$ cat config.mk
export PLATFORM = sky130hd
export DESIGN_NAME = multicycle_control
export DESIGN_NICKNAME = d
export VERILOG_FILES = /design/src/rtl/multicycle_control_pkg.sv /design/src/rtl/multicycle_control_op_dispatch.sv /design/src/rtl/multicycle_control.sv
export SDC_FILE = /design/constraint.sdc
export NUM_CORES = 1
export LEC_CHECK = 0
export CAP_MARGIN = 20
export CORE_MARGIN = 3
export CORE_UTILIZATION = 45
export CTS_CLUSTER_DIAMETER = 40
export DETAILED_ROUTE_END_ITERATION = 8
export DONT_BUFFER_PORTS = 1
export PLACE_DENSITY = 0.58
export SETUP_SLACK_MARGIN = 0.5
export SLEW_MARGIN = 5
export SYNTH_ARGS = -nofsm -noshare
export SYNTH_HDL_FRONTEND = slang
export SYNTH_SLANG_ARGS = --single-unit
export TNS_END_PERCENT = 20
$ cat constraint.sdc
create_clock -name clk -period 3.3 [get_ports clk]
set_input_delay 0.33 -clock clk [delete_from_list [all_inputs] [get_ports clk]]
set_output_delay 0.33 -clock clk [all_outputs]
set_load 0.03 [all_outputs]
$ cat src/rtl/multicycle_control_pkg.sv
// Shared encodings for the multi-cycle MIPS controller: state numbers, opcodes
// and datapath mux/ALU select codes.
package multicycle_control_pkg;

  typedef enum logic [3:0] {
    S_FETCH     = 4'd0,
    S_DECODE    = 4'd1,
    S_MEM_ADDR  = 4'd2,
    S_MEM_READ  = 4'd3,
    S_MEM_WB    = 4'd4,
    S_MEM_WRITE = 4'd5,
    S_R_EXEC    = 4'd6,
    S_R_WB      = 4'd7,
    S_BRANCH    = 4'd8,
    S_JUMP      = 4'd9,
    S_JAL       = 4'd10,
    S_I_EXEC    = 4'd11,
    S_I_WB      = 4'd12,
    S_LUI_WB    = 4'd13,
    S_HALT      = 4'd14
  } state_t;

  localparam logic [5:0] OP_R    = 6'b000000;
  localparam logic [5:0] OP_LW   = 6'b100011;
  localparam logic [5:0] OP_SW   = 6'b101011;
  localparam logic [5:0] OP_BEQ  = 6'b000100;
  localparam logic [5:0] OP_BNE  = 6'b000101;
  localparam logic [5:0] OP_J    = 6'b000010;
  localparam logic [5:0] OP_JAL  = 6'b000011;
  localparam logic [5:0] OP_ADDI = 6'b001000;
  localparam logic [5:0] OP_SLTI = 6'b001010;
  localparam logic [5:0] OP_LUI  = 6'b001111;

  localparam logic [1:0] ALU_ADD   = 2'b00;
  localparam logic [1:0] ALU_SUB   = 2'b01;
  localparam logic [1:0] ALU_FUNCT = 2'b10;
  localparam logic [1:0] ALU_SLT   = 2'b11;

  localparam logic [1:0] SRCB_B      = 2'b00;
  localparam logic [1:0] SRCB_FOUR   = 2'b01;
  localparam logic [1:0] SRCB_IMM    = 2'b10;
  localparam logic [1:0] SRCB_IMM_SH = 2'b11;

  localparam logic [1:0] PCS_ALU    = 2'b00;
  localparam logic [1:0] PCS_ALUOUT = 2'b01;
  localparam logic [1:0] PCS_JUMP   = 2'b10;

  localparam logic [1:0] RD_RT = 2'b00;
  localparam logic [1:0] RD_RD = 2'b01;
  localparam logic [1:0] RD_RA = 2'b10;

  localparam logic [1:0] M2R_ALUOUT = 2'b00;
  localparam logic [1:0] M2R_MDR    = 2'b01;
  localparam logic [1:0] M2R_PC     = 2'b10;
  localparam logic [1:0] M2R_LUI    = 2'b11;

endpackage

$ cat src/rtl/multicycle_control_op_dispatch.sv
// Opcode dispatch out of DECODE: picks the first execution state for op and
// flags opcodes outside the supported set.
module mc_op_dispatch
  import multicycle_control_pkg::*;
#(
  parameter bit ILLEGAL_TRAP = 1'b0
) (
  input  logic [5:0] op,
  output state_t     next_state,
  output logic       illegal
);

  always_comb begin
    illegal    = 1'b0;
    next_state = S_FETCH;
    case (op)
      OP_LW, OP_SW:     next_state = S_MEM_ADDR;
      OP_R:             next_state = S_R_EXEC;
      OP_BEQ, OP_BNE:   next_state = S_BRANCH;
      OP_J:             next_state = S_JUMP;
      OP_JAL:           next_state = S_JAL;
      OP_ADDI, OP_SLTI: next_state = S_I_EXEC;
      OP_LUI:           next_state = S_LUI_WB;
      default: begin
        illegal    = 1'b1;
        next_state = ILLEGAL_TRAP ? S_HALT : S_FETCH;
      end
    endcase
  end

endmodule

$ cat src/rtl/multicycle_control.sv
// Multi-cycle MIPS main controller (Moore FSM, outputs decoded from state).
// Optional macro MC_MEM_WAIT_EN adds mem_ready wait states on memory accesses.
module multicycle_control
  import multicycle_control_pkg::*;
#(
  parameter bit ILLEGAL_TRAP = 1'b0
) (
  input  logic       clk,
  input  logic       rst,
`ifdef MC_MEM_WAIT_EN
  input  logic       mem_ready,
`endif
  input  logic [5:0] op,
  output logic       PCWrite,
  output logic       PCWriteCond,
  output logic       PCWriteCondNe,
  output logic       IorD,
  output logic       MemRead,
  output logic       MemWrite,
  output logic       IRWrite,
  output logic [1:0] RegDst,
  output logic [1:0] MemToReg,
  output logic       RegWrite,
  output logic       ALUSrcA,
  output logic [1:0] ALUSrcB,
  output logic [1:0] ALUop,
  output logic [1:0] PCSource,
  output logic       illegal,
  output logic [3:0] state
);

  state_t state_q;
  state_t decode_next;
  logic   decode_illegal;
  logic   ready;

`ifdef MC_MEM_WAIT_EN
  assign ready = mem_ready;
`else
  assign ready = 1'b1;
`endif

  mc_op_dispatch #(.ILLEGAL_TRAP(ILLEGAL_TRAP)) u_dispatch (
    .op         (op),
    .next_state (decode_next),
    .illegal    (decode_illegal)
  );

  // Memory-touching states only advance once the memory has answered.
  always_ff @(posedge clk) begin
    if (rst) begin
      state_q <= S_FETCH;
    end else begin
      case (state_q)
        S_FETCH:     if (ready) state_q <= S_DECODE;
        S_DECODE:    state_q <= decode_next;
        S_MEM_ADDR:  state_q <= (op == OP_SW) ? S_MEM_WRITE : S_MEM_READ;
        S_MEM_READ:  if (ready) state_q <= S_MEM_WB;
        S_MEM_WB:    state_q <= S_FETCH;
        S_MEM_WRITE: if (ready) state_q <= S_FETCH;
        S_R_EXEC:    state_q <= S_R_WB;
        S_R_WB:      state_q <= S_FETCH;
        S_BRANCH:    state_q <= S_FETCH;
        S_JUMP:      state_q <= S_FETCH;
        S_JAL:       state_q <= S_FETCH;
        S_I_EXEC:    state_q <= S_I_WB;
        S_I_WB:      state_q <= S_FETCH;
        S_LUI_WB:    state_q <= S_FETCH;
        S_HALT:      state_q <= S_HALT;
        default:     state_q <= S_FETCH;
      endcase
    end
  end

  always_comb begin
    PCWrite       = 1'b0;
    PCWriteCond   = 1'b0;
    PCWriteCondNe = 1'b0;
    IorD          = 1'b0;
    MemRead       = 1'b0;
    MemWrite      = 1'b0;
    IRWrite       = 1'b0;
    RegDst        = RD_RT;
    MemToReg      = M2R_ALUOUT;
    RegWrite      = 1'b0;
    ALUSrcA       = 1'b0;
    ALUSrcB       = SRCB_B;
    ALUop         = ALU_ADD;
    PCSource      = PCS_ALU;
    illegal       = 1'b0;
    case (state_q)
      S_FETCH: begin
        MemRead = 1'b1;
        IRWrite = ready;
        PCWrite = ready;
        ALUSrcB = SRCB_FOUR;
      end
      S_DECODE: begin
        ALUSrcB = SRCB_IMM_SH;
        illegal = decode_illegal;
      end
      S_MEM_ADDR: begin
        ALUSrcA = 1'b1;
        ALUSrcB = SRCB_IMM;
      end
      S_MEM_READ: begin
        MemRead = 1'b1;
        IorD    = 1'b1;
      end
      S_MEM_WB: begin
        RegWrite = 1'b1;
        MemToReg = M2R_MDR;
      end
      S_MEM_WRITE: begin
        MemWrite = 1'b1;
        IorD     = 1'b1;
      end
      S_R_EXEC: begin
        ALUSrcA = 1'b1;
        ALUop   = ALU_FUNCT;
      end
      S_R_WB: begin
        RegWrite = 1'b1;
        RegDst   = RD_RD;
      end
      S_BRANCH: begin
        ALUSrcA       = 1'b1;
        ALUop         = ALU_SUB;
        PCSource      = PCS_ALUOUT;
        PCWriteCond   = (op == OP_BEQ);
        PCWriteCondNe = (op == OP_BNE);
      end
      S_JUMP: begin
        PCWrite  = 1'b1;
        PCSource = PCS_JUMP;
      end
      // PC already holds PC+4 here, which is the link value for $31.
      S_JAL: begin
        PCWrite  = 1'b1;
        PCSource = PCS_JUMP;
        RegWrite = 1'b1;
        RegDst   = RD_RA;
        MemToReg = M2R_PC;
      end
      S_I_EXEC: begin
        ALUSrcA = 1'b1;
        ALUSrcB = SRCB_IMM;
        ALUop   = (op == OP_SLTI) ? ALU_SLT : ALU_ADD;
      end
      S_I_WB: begin
        RegWrite = 1'b1;
      end
      S_LUI_WB: begin
        RegWrite = 1'b1;
        MemToReg = M2R_LUI;
      end
      default: ;
    endcase
  end

  assign state = state_q;

endmodule

---- Yosys cells after proc, flatten, opt, wreduce, memory -nomap -nowiden ----
Cells that the tools add are included.
storage, ports and cells
  flip-flop bits (word level) ............. 4
  input bits .............................. 8
  output and inout port bits .............. 24
  logic and storage cells ................. 57
operators by class
  equal/unequal tests ..................... 23
  mux-type cells .......................... 20
  reduce and logical (&&, ||, !) cells .... 13
operators with widths
  kind                                                 count
  one-hot mux 4 bit (7 select lines)                   2
  equality test 4 bit, second input constant           7
  equality test 6 x 4 -> 1 bit, second input constant  3
  one-hot mux 2 bit (3 select lines)                   3
  equality test 4 x 3 -> 1 bit, second input constant  4
  OR reduction 2 bit                                   7
  equality test 6 x 2 -> 1 bit, second input constant  2
  equality test 6 x 3 -> 1 bit, second input constant  2
  equality test 6 bit, second input constant           2
  2-to-1 mux 1 bit                                     11
  OR reduction 10 bit                                  1
  equality test 4 x 2 -> 1 bit, second input constant  2
  one-hot mux 2 bit (2 select lines)                   2
  zero test 6 bit                                      1
  OR reduction 5 bit                                   1
  equality test 4 x 1 -> 1 bit, second input constant  1
  zero test 4 bit                                      1
  OR reduction 4 bit                                   1
  2-to-1 mux 3 bit                                     1
  OR reduction 3 bit                                   1
  2-to-1 mux 2 bit                                     1

---- Depth between registers and ports, before layout ----
  depth after elaboration ................. 4
  gate-level depth with buffers ........... 5
  gate-level depth less buffers ........... 4

---- Cells and area by module ----
Synthesis repeated with hierarchy kept, for this count alone.
unflattened totals
  cells, all modules ...................... 98
  area total of the unflattened synthesis .. 699.4 um^2
modules (own cells, without submodules)
  module              instances  cells each  area each (um^2)  sequential area each (um^2)
  multicycle_control  1          77          565.5             80.1
  mc_op_dispatch      1          21          133.9             0.0

---- Worst setup path after synthesis ----
No wires, ideal clock.
  kind .................................... register -> output
  from .................................... register state_q[2], in the netlist state[2]
  to ...................................... output port PCWriteCond
  arrival time ............................ 2177 ps
  data required time ...................... 2970 ps
  setup slack ............................. 793 ps
  stages on the path, launching flop included .. 6
  cell sequence ........................... dfxtp_1 buf_2 nand2b_1 nor3_1 nand2_1 nor2_1
between the ends
  word-level cells in the longest chain between the ends .. 2
RTL lines
  element                 RTL line                  RTL
  start, declared         multicycle_control.sv:32  state_t state_q;
  start signal, assigned  multicycle_control.sv:56  S_DECODE: state_q <= decode_next;
  start signal, assigned  multicycle_control.sv:57  S_MEM_ADDR: state_q <= (op == OP_SW) ? S_MEM_WRITE : S_MEM_READ;
  equality test 4 bit     multicycle_control.sv:91  case (state_q)
  2-to-1 mux 1 bit        multicycle_control.sv:91
  end, declared           multicycle_control.sv:15  output logic PCWriteCond,
No other way between the ends.

---- Worst setup path in the final report ----
  from .................................... register state_q[3], in the netlist state[3]
  to ...................................... output port ALUop[1]
between the ends
  word-level cells in the longest chain between the ends .. 2
  elaborated cells between the ends (all ways) .. 4
  those cells by class .................... eq/ne (3); mux (1)
RTL lines
  element                                                              RTL line                  RTL
  equality test 4 bit or equality test 4 x 3 -> 1 bit (tied branches)  multicycle_control.sv:91
  one-hot mux 2 bit (3 select lines) *                                 multicycle_control.sv:91
  end, declared                                                        multicycle_control.sv:26  output logic [1:0] ALUop,
Every way passes the cells marked *; elsewhere a longest branch is shown, timed or not.

==> results.md <==
- The unique cell type count in the Yosys netlist is 34.
- The count of final hold-check violations came to 0.
- The clock skew is 0.00277 ns.
- The area growth from synthesis to layout is 7.57%.
- In this run the number of H-tree levels came out at 1.
- The die covers 1840 µm².
- For this run the aggregate overflow at the end of global routing stands at 0.
- Counting instances, the worst hold path has a depth of 1.
- The total non-filler cell area in the finished layout is 658 µm².
- The average instance in the mapped netlist occupies between 6 and 7 µm².
- By area, the combinational part of the netlist is dominated by simple AND/OR/NAND/NOR gates.
- The clock sink total is 4.
- At the end of the flow, the number of nets in the layout was 108.
- The horizontal die dimension is 42.9 µm.
- The clock latency on the worst-skew pair is 0.24 ns.
- The via density per instance is 6.16.
- Yosys mapped a number of flops with a built-in enable equal to 0.
- The slack of the worst reg-to-reg path is 1.16 ns.
- The hold slack is 0.199 ns.
- The first-pass GRT wire length is 2660 µm.
- Clock tree synthesis inserted a total of 3 buffers.
- The CTS tree is done.
- The power per cell area is roughly 310 nW/µm².
- After Yosys synthesis, and, or, nand and nor cells account for 54.0% of the synthesized area.
- The total internal power is 121 µW.
- The startpoint identified for the worst hold timing path is rst.
- The clock root buffer is clkbuf_4.
- Sequential cells burn 31.8% of the power.
- The cell total after placement is 109.
- The placed instances occupy a cell area of ~640 µm².
- The kind of path behind the tightest hold check is input pin to flip-flop.
- The cell count after synthesis came out at 98.
- The peak supply drop is around 0.00016 V.
- Net switching is 40.9% of the power.
- The start-to-end type of the worst setup path is flip-flop to output port.
- When the netlist entered floorplanning its net count stood at 106.
- The final number of setup-violating endpoints is 0.
- The number of antenna violations at the first check in global routing came to 0.
- The first detailed-routing pass took 4 iterations.
- The register bit count reported by yosys is 4.
- After layout, the minimum clock period comes to around 2.6 ns.
- The largest individual stage delay along the critical path comes from the cell dfxtp_1.
- Once layout is complete, the utilization of the core stands at 55.5%.
- The mux cell area share after synthesis is 0%.
- Dividing the detail-routed wire length by the instance count gives between 10 and 15 µm.
- The Yosys step of the flow raised 0 warnings.
- For this run, the top clock speed supported by timing is 386 MHz.
- The number of violations of the max-capacitance limit is 0.
- The maximum single-stage delay on the critical path is 0.76 ns.
- The number of flip-flops under the largest register name is 4.
- In this run the vertical extent of the chip is 42.9 µm.
- The footprint of the multi-input gates is 482 µm².
- The clock power share is 30.7%.
- The worst hold path terminates at state[2]$_SDFF_PP0_.
- The via count of the routed design is between 600 and 700.
- The number of buffers added on ports is 0.
- In this run the critical register-to-register path is launched from state[0]$_SDFF_PP0_.
- The number of cell rows is 12.
- The flow ran to the end, and the final reports show no timing, DRC or antenna violations.
- The count of nets left with antenna violations once routing finished came out at 0.
- The critical path launch point type is a flip-flop.
- The clock transition at the register clock pins on the worst setup and hold paths after CTS is 0.04 ns.
- The fill cell total of the finished layout is 121.
- The data arrival time of the critical path is roughly 2.3 ns.
- The final count of pins violating max slew is 0.
- The compound-cell area share of the yosys netlist is 20.4%.
- Per report_power, the combinational group accounts for 37.5% of the total.
- Routability-driven placement finished with a final weighted congestion of 0.746.
- The adder-cell area share of the yosys netlist is 0%.
- The total wire length is 1630 µm.
- Among all flip-flop cells after synthesis, the most frequent one is dfxtp_1.
- The number of global-route vias before repair is 577.
- The sequential share of the synthesized area is between 10% and 20%.
- The repair_antennas step left the layout with diodes totalling 0.
- The worst pin sits at a relative slew slack of between 30% and 40%.
- The post-synthesis xor/xnor area fraction is 4.29%.
- The slew at the pin closest to its max-slew limit is 0.918 ns.
- For this configuration, the core starts out at a cell density of 51.6%.
- Once the clock tree was built, the setup fixing pass inserted 0 buffers.
- The completed layout was analyzed and its total power is 205 µW.
- Setup slack closes at 0.707 ns.
- Registers take 80.1 µm².
- Walking the worst path, the cells encountered are nand2b_1, or4_1, o21ai_0.
- The clock passes through at most 2 buffers.
- The number of gates resized after CTS was 0.
- The hold buffer count at CTS is 0.
- The required arrival time at the worst endpoint is 2.97 ns.
- The top-level I/O count is 32.
- Leaving out filler cells and counting taps, the final layout contains 112.
- The detailed router finished its first iteration with 27 violations.
- Entering global routing, the biggest net connects 19 pins.
- STA classifies the critical path endpoint as an output port.
- The switching power of the nets is 84.0 µW.
- The largest fanout of any net on the critical path is 15.
- In this run the cell area of the synthesized design comes to 612 µm².
- The destination of the worst register-to-register timing path is state[1]$_SDFF_PP0_.
- The fraction of synthesis flops using an asynchronous set or reset pin is 0%.
- The global routing usage summed across all routing layers is 19.0%.
- Summed over all failing endpoints, the final setup total negative slack is 0 ns.
- Setup repair after global routing left no endpoint under its margin.
- The leakage power figure is 0.246 nW.
- The half-perimeter wire length after detailed placement is 1170 µm.
- At the placement stage, the worst setup path has a slack of approximately 1.0 ns.
- The fraction of layout instances using a drive strength above 1 is 13.3%.
- The floorplan core area is 1190 µm².
- The worst reg-to-reg path cell count is 3.
- Dividing the final minimum period by the clock period gives 78.6%.
- The detailed-route DRC error count is 0.
## Yosys cell counts (2+ instances only)
| cell type | number | area (µm²) |
|---|---|---|
| a21oi_1 | 5 | 25.0 |
| a32oi_1 | 2 | 17.5 |
| clkbuf_1 | 8 | 30.0 |
| dfxtp_1 | 4 | 80.1 |
| nand2_1 | 8 | 30.0 |
| nand2b_1 | 7 | 43.8 |
| nand3_1 | 2 | 10.0 |
| nand3b_1 | 2 | 15.0 |
| nand4_1 | 3 | 18.8 |
| nor2_1 | 16 | 60.1 |
| nor2b_1 | 2 | 12.5 |
| nor3_1 | 5 | 25.0 |
| nor3b_1 | 2 | 15.0 |
| nor4_1 | 2 | 12.5 |
| o21ai_0 | 6 | 30.0 |
| o22ai_1 | 2 | 12.5 |
| or3_1 | 2 | 12.5 |
| or3b_2 | 2 | 17.5 |
| or4_1 | 2 | 15.0 |
| xor2_1 | 2 | 17.5 |
## layout by cell type, fill, tap and decap left out
cell type	n
nor2b_1	2
nor4_1	2
xnor2_1	1
or3b_2	2
nand2b_1	7
or3b_1	1
xor2_1	2
a32oi_1	2
nand4_1	3
a311oi_1	1
a21oi_1	5
inv_1	1
o21ai_0	6
o31ai_1	1
a21o_1	1
nand2_1	8
nand3_1	2
o21a_1	1
or4b_4	1
clkbuf_4	3
dfxtp_1	4
a2bb2oi_1	1
or3_1	2
nand3b_1	2
nor3_1	5
and2_1	1
o22ai_1	2
or4_1	2
nor3b_1	2
buf_4	7
or2b_1	1
nor2_1	16
and3_1	1
## routing by layer
layer / global-route usage (%) / part of all wire, % / wire, µm
met1: 23.5 / 44 / 719
met2: 26.6 / 43 / 701
met3: 8.47 / 11 / 175
met4: 11.2 / 2.3 / 37
met5: 0 / 0 / 0
## layout make-up
type	instances	area share [%]
flip-flops and latches	4	12.2
clock buffers	3	3.42
well taps	14	2.66
multi-input cells	83	73.2
repair buffers	7	7.98
inverters	1	0.570
## power by group through the flow
stage          combinational (mW)  clock [mW]  sequential [mW]
6_report                   0.0770      0.0631           0.0652
5_1_grt                    0.0829      0.0693           0.0660
4_1_cts                    0.0775      0.0653           0.0647
3_5_place_dp               0.0772           0           0.0654
3_3_place_gp               0.0772           0           0.0651
2_1_floorplan              0.0721           0           0.0594
## how the worst max path moves through the flow
stage / end / startpoint / cells past startpoint
CTS: ALUop[1] / state[3]$_SDFF_PP0_ / 3
finish: ALUop[1] / state[3]$_SDFF_PP0_ / 3
global route: ALUop[1] / state[3]$_SDFF_PP0_ / 3
floorplan: PCWriteCond / state[2]$_SDFF_PP0_ / 5
detailed placement: ALUop[1] / state[3]$_SDFF_PP0_ / 3
global placement: ALUop[1] / state[3]$_SDFF_PP0_ / 3
## cell families (layout without fill, tap and decap cells)
family,count (synthesis),after routing
buf+inv,11,11
xor+xnor,3,3
compound gates,20,20
flops,4,4
simple gates,60,60
## worst max-delay path: cells and delay by family (launching register included)
family	cells	cell delay [ns]
AOI/OAI and AO/OA	1	0.37
and+or+nand+nor	2	0.89
DFF	1	0.76
Power figures use the tool's default switching activity.
